$ cat src/rtl/osd_spi_sched.sv
// rtl/osd_spi_sched.sv - round-robin scheduler serialising two requesters onto the OSD SPI pins
// Each grant emits SS-framed command byte plus 0..256 payload bytes, MSB first, SCK idle low.
module osd_spi_sched #(
  parameter int CLK_DIV = 4
) (
  input  logic       clk_sys,
  input  logic       reset,
  input  logic [1:0] req,
  input  logic [7:0] cmd0,
  input  logic [7:0] cmd1,
  input  logic [8:0] len0,
  input  logic [8:0] len1,
  input  logic [7:0] data0,
  input  logic [7:0] data1,
  output logic [7:0] rd_addr,
  output logic [1:0] gnt,
  output logic [1:0] done,
  output logic       busy,
  output logic       spi_sck,
  output logic       spi_ss,
  output logic       spi_di
);

  typedef enum logic [2:0] {IDLE, SETUP, SHIFT, HOLD, GAP} state_t;

  localparam logic [8:0] HALF_LAST = 9'(CLK_DIV - 1);
  localparam logic [8:0] GAP_LAST  = 9'(2 * CLK_DIV - 1);
  localparam logic [8:0] DONE_AT   = 9'(2 * CLK_DIV - 2);

  state_t     state;
  logic [8:0] cnt;
  logic [2:0] bit_cnt;
  logic [7:0] sh;
  logic [8:0] rem;
  logic [7:0] cmd_q;
  logic       sel;
  logic       lp;

  logic       pick;
  logic [8:0] len_pick;
  logic [8:0] len_clip;
  logic [7:0] data_sel;

  // On a tie the requester that was not served last wins.
  assign pick     = (req == 2'b11) ? ~lp : req[1];
  assign len_pick = pick ? len1 : len0;
  assign len_clip = (len_pick > 9'd256) ? 9'd256 : len_pick;
  assign data_sel = sel ? data1 : data0;

  always_ff @(posedge clk_sys) begin
    if (reset) begin
      state   <= IDLE;
      cnt     <= '0;
      bit_cnt <= '0;
      sh      <= '0;
      rem     <= '0;
      cmd_q   <= '0;
      sel     <= 1'b0;
      lp      <= 1'b1;
      rd_addr <= '0;
      gnt     <= 2'b00;
      done    <= 2'b00;
      busy    <= 1'b0;
      spi_sck <= 1'b0;
      spi_ss  <= 1'b1;
      spi_di  <= 1'b0;
    end else begin
      done <= 2'b00;
      unique case (state)
        IDLE: begin
          if (req != 2'b00) begin
            state   <= SETUP;
            cnt     <= '0;
            sel     <= pick;
            lp      <= pick;
            gnt     <= pick ? 2'b10 : 2'b01;
            cmd_q   <= pick ? cmd1 : cmd0;
            rem     <= len_clip;
            rd_addr <= '0;
            busy    <= 1'b1;
            spi_ss  <= 1'b0;
            spi_sck <= 1'b0;
          end
        end
        SETUP: begin
          if (cnt == HALF_LAST) begin
            state   <= SHIFT;
            cnt     <= '0;
            bit_cnt <= '0;
            sh      <= cmd_q;
            spi_di  <= cmd_q[7];
          end else begin
            cnt <= cnt + 9'd1;
          end
        end
        SHIFT: begin
          if (cnt != HALF_LAST) begin
            cnt <= cnt + 9'd1;
          end else begin
            cnt <= '0;
            if (!spi_sck) begin
              spi_sck <= 1'b1;
            end else begin
              // Falling SCK: present the next bit, or load the next byte after bit 0.
              spi_sck <= 1'b0;
              if (bit_cnt != 3'd7) begin
                bit_cnt <= bit_cnt + 3'd1;
                sh      <= {sh[6:0], 1'b0};
                spi_di  <= sh[6];
              end else if (rem != 9'd0) begin
                bit_cnt <= '0;
                sh      <= data_sel;
                spi_di  <= data_sel[7];
                rd_addr <= rd_addr + 8'd1;
                rem     <= rem - 9'd1;
              end else begin
                state  <= HOLD;
                spi_di <= 1'b0;
              end
            end
          end
        end
        HOLD: begin
          if (cnt == HALF_LAST) begin
            state  <= GAP;
            cnt    <= '0;
            spi_ss <= 1'b1;
          end else begin
            cnt <= cnt + 9'd1;
          end
        end
        GAP: begin
          if (cnt == DONE_AT) done <= gnt;
          if (cnt == GAP_LAST) begin
            state <= IDLE;
            cnt   <= '0;
            gnt   <= 2'b00;
            busy  <= 1'b0;
          end else begin
            cnt <= cnt + 9'd1;
          end
        end
        default: state <= IDLE;
      endcase
    end
  end

endmodule

$ cat config.mk
export PLATFORM = sky130hd
export DESIGN_NAME = osd_spi_sched
export DESIGN_NICKNAME = d
export VERILOG_FILES = /design/src/rtl/osd_spi_sched.sv
export SDC_FILE = /design/constraint.sdc
export NUM_CORES = 1
export LEC_CHECK = 0
export ABC_AREA = 1
export BUFFER_PORTS_ARGS = -buffer_cell sky130_fd_sc_hd__buf_2
export CORE_MARGIN = 2
export CORE_UTILIZATION = 25
export DETAILED_ROUTE_END_ITERATION = 12
export PLACE_DENSITY = 0.53
export SYNTH_ARGS = -nofsm -noshare
export SYNTH_HDL_FRONTEND = slang
export SYNTH_SLANG_ARGS = --single-unit
$ cat constraint.sdc
create_clock -name clk_sys -period 2 [get_ports clk_sys]
set_input_delay 0.4 -clock clk_sys [delete_from_list [all_inputs] [get_ports clk_sys]]
set_output_delay 0.4 -clock clk_sys [all_outputs]
set_load 0.01 [all_outputs]
==> out/results.ini <==
[run_status]
run_status = complete, no violations

[clocking]
cts_setup_buffers = 0
cts_sinks = 57
cts_buffers = 9
cts_root_buffer = clkbuf_16
clk_pin_slew_ns = 0.05
cts_max_level = 3
tritoncts = yes
cts_max_path_buffers = 2
clk_latency_ns = 0.33

[sta]
max_freq_ghz = 0.563
setup_viol = 0
clock-skew-final_ns = 0.00781
holdWs_ns = 0.329
tightest_slew_ns = 0.568
report.final.slew_viol_count = 0
hold_viol_final = 0
period_share_pct = 88.7
fin_tns_setup_ns = 0
max_slew_margin_pct = 62.1
rsz0062_at_grt = yes
fin_crit_ns = 1.77

[global_routing]
grt_pass1_vias = 3378
grt_max_degree = 26
grt_overflow_total = 0
grt_usage_pct = 13.4
antenna_found_initial = 0
grt_pass1_wl_um = 15400

[pwr]
peakVddDrop_mv = 0.433
p_sw_share_pct = 39.3
p_leak_nw = 1.99
power_frac_seq_pct = 28.8
pwr-share-comb_pct = 39.6
p_clk_share_pct = 31.6
p_switching_mw = 2.03
power_density_nw_per_um2 = 1210
internal_power_mw = 3.14

[yosys]
ys_types = 31
synth_top_area_share_pct = 33.9
synthTopCellsByArea = dfxtp_1 34%, nand2_1 17%, nor2_1 9.7%
synth-edff-count = 0
syn_area_per_cell_um2 = 6.20
yosysTopAreaCell = dfxtp_1
yosys_warnings = 0
synthesis.nets = 603
synth_area_um2 = 3370
synthArstFlopShare_pct = 0
synth_cells = 543
ys.flop_type = dfxtp_1
ys_ff_latch = 57
yosysSeqAreaShare_pct = 33.9

[flow_run]
drv_cap = 0

[worst_setup_path]
crit_slowest_cell = dfxtp_1
path_buf_inv = 1
critPathTopFamily = simple AND/OR/NAND/NOR gates
r2r-end = rd_addr[5]
path_cells = ha_1 -> nand3_1 -> nor2_1 -> nor2_1 -> nor2_4 -> nand2_8 -> inv_1 -> nand2_1 -> a21oi_1
path_max_fanout = 13
worstPathArrival_ns = 2.03
cp_common_cell = nor2_1
r2r_cells = 9
r2r-start = cnt[1]
crit_required_ns = 2.26
endpoint_kind = register
cp-start-kind = register
path_class = register to register
slowest_delay_ns = 0.38
r2r_slack_ns = 0.23
cp-startpoint = cnt[1]

[drt]
firstDrtPassIters = 5
wirelength_um = 9280
drc = 0
via_per_inst = 4.47
vias = 3579
ant_nets = 0
drt_iter0_drc = 170
routedWlPerCell_um = 11.6

[final_layout]
layout.cells.most_common = nand2_1
nNetsFinal = 679
areaGrowthSynthToFinish_pct = 27.2
drive_above_1_share_pct = 17.9
fin_cells = 800
diodes = 0
mostFrequentLayoutCells = 150 x nand2_1, 86 x nor2_1, 69 x buf_2

[placed_design]
dp_cells = 783
hpwlAfterDp_um = 6870
io_buffers = 69
gp_congestion = 0.854

[floorplanning]
io_pins = 70
die_x_um = 120
fp.dieArea_um2 = 14400
initial_core_util_pct = 25.5
coreArea_um2 = 13200
core.rowCount = 42
chipHeight_um = 120

[min_path]
holdCritStartpoint = cmd0[7]
hold_depth = 3
worst_hold_path.endpoint = cmd_q[7]
hp-class = input port to register

-- cell families (layout without fill, tap and decap cells) --
kind of cell,after synthesis,after routing,synth area share [%]
flip-flops,57,57,33.9
adder cells (fa/ha/maj),6,6,2.23
XOR/XNOR,7,7,1.82
AO/OA/AOI/OAI,87,87,13.4
buffers and inverters,81,161,9.88
AND/OR/NAND/NOR,305,306,38.8
-- stage by stage --
step                      power (mW)  utilization, %  setup slack [ns]  area, um2
after detailed placement        3.46            29.9             0.127       3940
final                           5.17            32.5             0.225       4280
after global placement          3.44            29.9             0.176       3940
after global routing            5.57            32.5           -0.0128       4280
after floorplan                 2.97               -             0.420       3370
after CTS                       5.13            32.3             0.122       4260
-- registers in the layout, summed over array words and instances, names as in the netlist, 2 cells and up --
register / count
sh: 7
rem: 9
done: 2
rd_addr: 8
cnt: 9
state: 3
bit_cnt: 3
gnt: 2
cmd_q: 8
-- tightest hold or removal path: cells and delay by family --
| family | cells | cell delay, ns |
|---|---|---|
| simple gates | 1 | 0.05 |
| compound gates | 1 | 0.06 |
| buf+inv | 1 | 0.09 |
-- synth_stat cells, types with 5 or more instances --
library cell  number
dfxtp_1           57
nand3_1           31
o21ai_0           20
inv_1             60
ha_1               6
nor2_1            87
xor2_1             5
clkbuf_1           8
buf_2              5
a21oi_1           46
o21ai_1           12
nor3_1            11
nand2_1          150
nand3b_1           8
a31oi_1            5
-- layout make-up --
class                      count  area [um2]
clock buffer                  11         233
fill                        1448        8910
multi-input combinational    406        1920
tap                          176         220
timing repair buffer          81         448
sequential                    57        1140
clock inverter                 5        80.1
inverter                      64         240
-- timing repair --
item                       CTS  global route
hold buffers                 0             0
gates resized for setup      0             3
setup endpoints to repair    0            13
-- per-layer routing --
layer	track usage, %	up-vias	share of wire (%)
li1	-	1873	-
met1	16.4	1606	46
met2	22.4	87	48
met3	3.09	13	4.0
met4	5.51	0	1.8
met5	0	-	0
-- how the worst max path moves through the flow --
stage / to / slack (ns) / cells past startpoint
after detailed placement: rd_addr[0] / 0.13 / 11
after global routing: rd_addr[7] / -0.01 / 9
final: rd_addr[5] / 0.23 / 9
after CTS: rd_addr[0] / 0.12 / 11
after floorplan: rem[5] / 0.42 / 10
after global placement: rem[7] / 0.18 / 9
-- power by group through the flow --
stage                     registers (mW)  clock network, mW  logic, mW
after floorplan                     1.49                  0       1.48
after global placement              1.51                  0       1.94
after detailed placement            1.51                  0       1.95
after CTS                           1.49               1.68       1.96
after global routing                1.51               1.71       2.34
final                               1.49               1.63       2.05
Note: power is estimated with default switching activity, not from simulation.
